### config.mk
export PLATFORM = sky130hd
export DESIGN_NAME = scrambler_ctrl
export DESIGN_NICKNAME = d
export VERILOG_FILES = /design/src/rtl/scrambler_pkg.sv /design/src/rtl/scrambler_lfsr8.sv /design/src/rtl/scrambler_ctrl.sv
export SDC_FILE = /design/constraint.sdc
export NUM_CORES = 1
export LEC_CHECK = 0
export CORE_ASPECT_RATIO = 1.2
export CORE_MARGIN = 10
export CORE_UTILIZATION = 35
export DETAILED_ROUTE_END_ITERATION = 8
export MAX_ROUTING_LAYER = met4
export PLACE_DENSITY_LB_ADDON = 0.08
export SLEW_MARGIN = 5
export SYNTH_ARGS = -nofsm -noshare
export SYNTH_HDL_FRONTEND = slang
export SYNTH_SLANG_ARGS = --single-unit
### constraint.sdc
create_clock -name clk -period 5.6 [get_ports clk]
set_input_delay 1.12 -clock clk [delete_from_list [all_inputs] [get_ports clk]]
set_output_delay 1.12 -clock clk [all_outputs]
set_load 0.02 [all_outputs]
### src/rtl/scrambler_pkg.sv
// rtl/scrambler_pkg.sv - shared constants, state encoding and 8-step keystream function
// Purpose: LFSR geometry for the 1 + x^14 + x^15 additive scrambler, the
// controller state enum, and lfsr_step8() which advances the LFSR eight bits
// (MSB first) while XORing a byte. No ports.
package scrambler_pkg;

  localparam int LFSR_W = 15;
  localparam int TAP_A  = 14;
  localparam int TAP_B  = 13;

  typedef enum logic [1:0] {
    ST_IDLE  = 2'd0,
    ST_RUN   = 2'd1,
    ST_DRAIN = 2'd2
  } state_e;

  // Returns {new_lfsr, scrambled_byte}; data_in[7] is scrambled first.
  function automatic logic [LFSR_W+7:0] lfsr_step8(input logic [LFSR_W-1:0] lfsr,
                                                   input logic [7:0]        data_in);
    logic [LFSR_W-1:0] l;
    logic [7:0]        o;
    logic              fb;
    l  = lfsr;
    o  = '0;
    fb = 1'b0;
    for (int i = 7; i >= 0; i--) begin
      fb   = l[TAP_A] ^ l[TAP_B];
      o[i] = data_in[i] ^ fb;
      l    = {l[LFSR_W-2:0], fb};
    end
    return {l, o};
  endfunction

endpackage

### src/rtl/scrambler_lfsr8.sv
// rtl/scrambler_lfsr8.sv - combinational 8-step keystream generator and byte XOR
// Purpose: purely combinational; the controller owns the LFSR register.
// Ports:
//   lfsr_i  current LFSR value
//   data_i  plaintext byte
//   lfsr_o  LFSR value after eight steps
//   data_o  scrambled byte
module scrambler_lfsr8
  import scrambler_pkg::*;
(
  input  logic [LFSR_W-1:0] lfsr_i,
  input  logic [7:0]        data_i,
  output logic [LFSR_W-1:0] lfsr_o,
  output logic [7:0]        data_o
);

  assign {lfsr_o, data_o} = lfsr_step8(lfsr_i, data_i);

endmodule

### src/rtl/scrambler_ctrl.sv
// rtl/scrambler_ctrl.sv - frame sequencer for the 15-bit additive scrambler
// Purpose: loads the LFSR on a start command, scrambles frame_len bytes through
// a single-stage valid/ready output register, flags the last byte and pulses
// done after the final output handshake.
// Optional feature macro: SCRAMBLER_CTRL_RESEED_EN (periodic reload of the
// start seed every RESEED_PERIOD accepted bytes).
// Ports:
//   clk, rst                 clock, asynchronous active-low reset
//   start, frame_len, seed   frame command (sampled only in IDLE)
//   s_valid, s_data, s_ready plaintext input stream
//   m_valid, m_data, m_last, m_ready  scrambled output stream
//   busy                     high in RUN and DRAIN
//   done                     one-cycle pulse at frame end
module scrambler_ctrl
  import scrambler_pkg::*;
#(
  parameter int                LEN_W         = 16,
  parameter logic [LFSR_W-1:0] DEFAULT_SEED  = 15'h00A9,
  parameter int                RESEED_PERIOD = 188
) (
  input  logic              clk,
  input  logic              rst,
  input  logic              start,
  input  logic [LEN_W-1:0]  frame_len,
  input  logic [LFSR_W-1:0] seed,
  input  logic              s_valid,
  input  logic [7:0]        s_data,
  output logic              s_ready,
  output logic              m_valid,
  output logic [7:0]        m_data,
  output logic              m_last,
  input  logic              m_ready,
  output logic              busy,
  output logic              done
);

  state_e            state_q, state_d;
  logic [LFSR_W-1:0] lfsr_q, lfsr_d;
  logic [LEN_W-1:0]  rem_q, rem_d;
  logic              m_valid_q, m_valid_d;
  logic [7:0]        m_data_q, m_data_d;
  logic              m_last_q, m_last_d;
  logic              done_q, done_d;

  logic [LFSR_W-1:0] lfsr_next;
  logic [7:0]        data_scr;
  logic              accept;
  logic              last_byte;

`ifdef SCRAMBLER_CTRL_RESEED_EN
  localparam int RC_W = (RESEED_PERIOD > 1) ? $clog2(RESEED_PERIOD) : 1;
  logic [LFSR_W-1:0] seed_q, seed_d;
  logic [RC_W-1:0]   rc_q, rc_d;
  logic              reseed_hit;
  assign reseed_hit = (rc_q == RC_W'(RESEED_PERIOD - 1));
`else
  logic unused_reseed_period;
  assign unused_reseed_period = ^RESEED_PERIOD;
`endif

  scrambler_lfsr8 u_lfsr8 (
    .lfsr_i (lfsr_q),
    .data_i (s_data),
    .lfsr_o (lfsr_next),
    .data_o (data_scr)
  );

  // Input may advance when the output stage is empty or being drained this cycle.
  assign s_ready   = (state_q == ST_RUN) && (!m_valid_q || m_ready);
  assign accept    = s_valid && s_ready;
  assign last_byte = (rem_q == LEN_W'(1));

  assign m_valid = m_valid_q;
  assign m_data  = m_data_q;
  assign m_last  = m_last_q;
  assign busy    = (state_q != ST_IDLE);
  assign done    = done_q;

  always_comb begin
    state_d   = state_q;
    lfsr_d    = lfsr_q;
    rem_d     = rem_q;
    m_valid_d = m_valid_q;
    m_data_d  = m_data_q;
    m_last_d  = m_last_q;
    done_d    = 1'b0;
`ifdef SCRAMBLER_CTRL_RESEED_EN
    seed_d    = seed_q;
    rc_d      = rc_q;
`endif

    unique case (state_q)
      ST_IDLE: begin
        if (start) begin
          if (frame_len != '0) begin
            lfsr_d  = seed;
            rem_d   = frame_len;
            state_d = ST_RUN;
`ifdef SCRAMBLER_CTRL_RESEED_EN
            seed_d  = seed;
            rc_d    = '0;
`endif
          end else begin
            done_d = 1'b1;
          end
        end
      end

      ST_RUN: begin
        if (accept) begin
          m_data_d  = data_scr;
          m_valid_d = 1'b1;
          m_last_d  = last_byte;
          lfsr_d    = lfsr_next;
          rem_d     = rem_q - LEN_W'(1);
`ifdef SCRAMBLER_CTRL_RESEED_EN
          // The triggering byte already used the old LFSR; the next one starts from the seed.
          if (reseed_hit) begin
            lfsr_d = seed_q;
            rc_d   = '0;
          end else begin
            rc_d   = rc_q + RC_W'(1);
          end
`endif
          if (last_byte) state_d = ST_DRAIN;
        end else if (m_ready) begin
          m_valid_d = 1'b0;
          m_last_d  = 1'b0;
        end
      end

      ST_DRAIN: begin
        if (m_valid_q && m_ready) begin
          m_valid_d = 1'b0;
          m_last_d  = 1'b0;
          if (m_last_q) begin
            done_d  = 1'b1;
            state_d = ST_IDLE;
          end
        end
      end

      default: state_d = ST_IDLE;
    endcase
  end

  always_ff @(posedge clk or negedge rst) begin
    if (!rst) begin
      state_q   <= ST_IDLE;
      lfsr_q    <= DEFAULT_SEED;
      rem_q     <= '0;
      m_valid_q <= 1'b0;
      m_data_q  <= '0;
      m_last_q  <= 1'b0;
      done_q    <= 1'b0;
`ifdef SCRAMBLER_CTRL_RESEED_EN
      seed_q    <= DEFAULT_SEED;
      rc_q      <= '0;
`endif
    end else begin
      state_q   <= state_d;
      lfsr_q    <= lfsr_d;
      rem_q     <= rem_d;
      m_valid_q <= m_valid_d;
      m_data_q  <= m_data_d;
      m_last_q  <= m_last_d;
      done_q    <= done_d;
`ifdef SCRAMBLER_CTRL_RESEED_EN
      seed_q    <= seed_d;
      rc_q      <= rc_d;
`endif
    end
  end

endmodule
== After elaboration in Yosys (flattened, before gate mapping) ==
Cells that the tools add are included.

* Bits of input ports: 44
* Flip-flop bits (word level): 44
* Output and inout port bits: 13

* Bitwise operators: 16
* Equal/unequal tests: 10
* $add $sub $neg: 1
* Muxes and demuxes: 26
* Reduce and logical (&&, ||, !) cells: 14

{| class="wikitable"
|+ Operators with widths
! kind !! count
|-
| $mux 16 || 3
|-
| $mux 15 || 3
|-
| $pmux 16 s2 || 1
|-
| $pmux 15 s2 || 1
|-
| $eq 16x1->1 const B || 1
|-
| $reduce_bool 16->1 || 1
|-
| $sub 16x1->16 const B || 1
|-
| $xor 1x1->1 || 16
|-
| $mux 2 || 6
|-
| $ne 2x2->1 const B || 6
|-
| $mux 1 || 8
|-
| $pmux 1 s2 || 3
|-
| $pmux 2 s3 || 1
|-
| $reduce_and 6->1 || 1
|-
| $reduce_bool 2->1 || 3
|-
| $reduce_and 4->1 || 1
|-
| $logic_and 1x1->1 || 3
|-
| $ne 3x3->1 const B || 1
|-
| $reduce_and 3->1 || 1
|-
| $eq 2x1->1 const B || 1
|-
| $eq 2x2->1 const B || 1
|-
| $logic_not 2->1 || 1
|-
| $reduce_and 2->1 || 1
|-
| $logic_not 1->1 || 1
|-
| $logic_or 1x1->1 || 1
|}

== Logic depth before layout (Yosys ltp) ==
* Depth in word-level cells: 6
* Gate-level depth with buffers: 7
* Mapped depth without buffers: 7

== Cells and area by module ==
Synthesis repeated with hierarchy kept, for this count alone.

* Cells, all modules: 271
* Area total of the unflattened synthesis: 2687.6 um2

{| class="wikitable"
|+ Modules (own cells, without submodules)
! module !! area an instance (um2) !! cells an instance !! instances !! seq. area each (um2)
|-
| scrambler_ctrl || 2369.8 || 247 || 1 || 1106.1
|-
| scrambler_lfsr8 || 317.8 || 24 || 1 || 0.0
|}

== Least setup slack after synthesis ==
Ideal clock, no wire load.

* Path type: input -> output
* From: input port m_ready
* To: output port s_ready
* Data arrival time: 1.514 ns
* Path buffers: 0
* Required time: 4.480 ns
* Slack: 2.966 ns
* Stages: 2
* Path through: inv_1 -> a21oi_1

* Cells in the longest elaborated chain, start to end: 2

{| class="wikitable"
|+ RTL lines
! element !! line !! RTL
|-
| start: declaration || scrambler_ctrl.sv:32 || <nowiki>input logic m_ready,</nowiki>
|-
| $logic_or 1x1->1 || scrambler_ctrl.sv:69 || <nowiki>assign s_ready = (state_q == ST_RUN) && (!m_valid_q || m_ready);</nowiki>
|-
| $logic_and 1x1->1 || scrambler_ctrl.sv:69 ||
|-
| end: declaration || scrambler_ctrl.sv:28 || <nowiki>output logic s_ready,</nowiki>
|}

Every way passes these cells.

== Worst setup path after layout ==
Ends and elaborated chain as after synthesis.

==> flow_summary.toml <==
[run_status]
outcome = "finished, final reports clean"

[logic_synthesis]
synth_sequential_area_ratio = 0.436
synth_top_cell_by_area = "dfrtp_1"
synth_top_flop_cell = "dfrtp_1"
post_synth_most_frequent_cells = "dfrtp_1 (40), o21ai_1 (25), nand2_1 (21)"
yosys.cell_count.top_type = "dfrtp_1"
syn-cell-area_sq_um = 2530
synthesis.yosys.warnings = 0
synth_cell_type_count = 45
yosys-top-cells-area = "dfrtp_1 (39%), o21ai_1 (4.9%), dfstp_2 (4.1%), mux2i_1 (3.6%), mux2_1 (3.6%)"
yosys.area.top_type_share = 0.395
synthCells = 270
synth_async_sr_flop_share = 1.00
average_cell_area_after_synthesis_sq_um = 9.39
yosys_register_bits = 44
synth_nets = 316
number_of_enable_flip_flop_cells_after_synthesis = 0

[setup_path]
crit-reg2reg-launch = "state_q[0]$_DFFE_PN0P_"
critPathCapture = "s_ready"
critical_path_required_ps = 4480
timing.critical_path.arrival_ps = 2500
critPathLaunchType = "primary input"
critical_path.endpoint_type = "primary output"
regToRegSetupSlack_ps = 2920
critical_path.startpoint = "m_ready"
timing.rr.end = "lfsr_q[2]$_DFFE_PN0P_"
crit_path_max_fanout = 5
setup.worst_path.class = "primary input to primary output"
ff2ff_path_depth = 4

[timing]
min_period_over_period = 0.647
timing.slew.headroom = 0.328
slew_violations = 0
finalSetupViolCount = 0
clock_skew_ps = 3.64
grt_setup_unrepaired = "no"
hold-worst-slack_ps = 482
layout_min_cycle_time_ps = 3620
timing.setup.tns_ps = 0
tightestPinTransition_ps = 1010
achievable-frequency_mhz = 276
hold_viol_final = 0

[power_and_ir_drop]
design_power_total_w = 0.00143
total_leakage_power_nw = 1.23
ir_drop_v = 0.000198
power_per_cell_area_nw_per_um2 = 440

[min_path]
worst_hold_path_type = "flop to flop"

[global_routing]
via_count_of_the_first_global_routing_pass = 2207
combined_global_route_utilization_of_all_metal_layers = 0.120
initial_antenna_violation_count = 0
grt_start_max_net_pins = 52
grt_first_pass_wirelength_um = 10900
globalRoute.totalOverflow = 0

[clocking]
root_buffer = "clkbuf_8"
htreeDepth = 2
clkTransAtPathRegs_ps = 80
holdBufCountCts = 0
cts_resized = 0
clock_latency_ps = 290
tritoncts = "done"
tritoncts.num_buffers = 5
clockBufferDepth = 2
postCtsSetupBuffers = 0
clock_sink_count = 44

[floorplan]
die_area_sq_um = 11100
top_level_ports = 57
rows = 33
die_y_um = 113
dieWidth_um = 97.7
effective_utilization_at_floorplan = 0.365
fp.coreArea_sq_um = 6940

[routing]
route.detailed.wl_per_inst_um = 16.1
route.detailed.drc = 0
avgViaCountPerCell = 5.31
first_iter_violations = 84
wl_um = 6520
drt.antenna.violating_nets = 0
routed-via-count = 2156
drt_pre_antenna_iters = 4

[finish]
syn_to_final_growth_pct = 28.3
antenna_cells_inserted = 0
finish.utilization = 0.469
final_layout_size_suffix_gt1_frac = 0.0815
final_nets = 364

[placement]
globalplace.congestion = 0.801
place.port_buffers = 56
post_detail_place_hpwl_um = 4600

[run]
cap_violations = 0
[where the power goes]
part | switching [W] | leakage (nW) | internal, W
Clock | 0.000106 | 0.0552 | 0.000132
Sequential | 0.000136 | 0.529 | 0.000468
Combinational | 0.000297 | 0.650 | 0.000293
[kinds of logic (layout without fill, tap and decap cells)]
group / count (synthesis) / in the layout / share of synthesized area
AOI/OAI and AO/OA: 89 / 89 / 0.218
xor gates and xnor gates: 16 / 16 / 0.0553
and+or+nand+nor: 79 / 79 / 0.173
adders and majority gates: 2 / 2 / 0.00987
muxes: 17 / 17 / 0.0711
DFF: 44 / 44 / 0.436
buffers and inverters: 23 / 72 / 0.0370
[state kept, by name, summed over array words and instances, names as in the netlist]
| name | count |
|---|---|
| rem_q | 16 |
| lfsr_q | 15 |
| m_data | 8 |
| state_q | 2 |
| done | 1 |
| m_last | 1 |
| m_valid | 1 |
[routing by layer]
| layer | vias up | global-route usage | routed length, um |
|---|---|---|---|
| met1 | 1008 | 0.148 | 3070 |
| met2 | 59 | 0.188 | 3080 |
| met5 | - | - | 0 |
| met4 | 0 | 0.0398 | 107 |
| met3 | 8 | 0.0262 | 263 |
| li1 | 1081 | - | - |
[how the worst min path moves through the flow]
stage                     startpoint               endpoint  slack [ps]  depth (start not counted)
6_report       m_data[3]$_DFFE_PN0P_  m_data[3]$_DFFE_PN0P_         480                          2
5_1_grt        m_data[0]$_DFFE_PN0P_  m_data[0]$_DFFE_PN0P_         510                          2
4_1_cts        m_data[3]$_DFFE_PN0P_  m_data[3]$_DFFE_PN0P_         490                          2
3_5_place_dp   m_data[3]$_DFFE_PN0P_  m_data[3]$_DFFE_PN0P_         470                          2
3_3_place_gp   m_data[6]$_DFFE_PN0P_  m_data[6]$_DFFE_PN0P_         460                          2
2_1_floorplan  lfsr_q[4]$_DFFE_PN0P_  lfsr_q[4]$_DFFE_PN0P_         460                          1
[layout by cell type, fill, tap and decap left out, types with 3 or more instances in the layout]
| cell type | count |
|---|---|
| a21oi_1 | 11 |
| a22oi_1 | 5 |
| a31oi_1 | 5 |
| clkbuf_8 | 5 |
| clkdlybuf4s50_1 | 55 |
| dfrtp_1 | 40 |
| dfstp_2 | 4 |
| inv_1 | 6 |
| mux2_1 | 8 |
| mux2i_1 | 9 |
| nand2_1 | 21 |
| nand2b_1 | 3 |
| nand3_1 | 6 |
| nor2_1 | 18 |
| nor3_1 | 6 |
| nor4_1 | 6 |
| o21ai_0 | 16 |
| o21ai_1 | 25 |
| o22a_1 | 5 |
| o31ai_1 | 9 |
| xnor2_1 | 8 |
| xor2_1 | 8 |
[area by class of cell]
| type | instances | area, sq um |
|---|---|---|
| multi-input cells | 203 | 1340 |
| repair buffers | 58 | 571 |
| flip-flops and latches | 44 | 1110 |
| clock buffers | 6 | 72.6 |
| clock inverters | 2 | 35.0 |
| inverters | 6 | 22.5 |
| fillers | 683 | 3680 |
| well taps | 87 | 109 |
[critical path: stages]
cell	delay, ps
clkdlybuf4s50_1	530
inv_1	70
a21oi_1	140
clkdlybuf4s50_1	650
[stage by stage]
stage,cell area [sq um],setup slack (ps),cells
2_1_floorplan,2530,2970,270
4_1_cts,3250,1970,406
6_report,3250,1980,406
5_1_grt,3250,1830,406
3_5_place_dp,3150,1810,398
3_3_place_gp,3150,1850,398
Power figures use the tool's default switching activity.
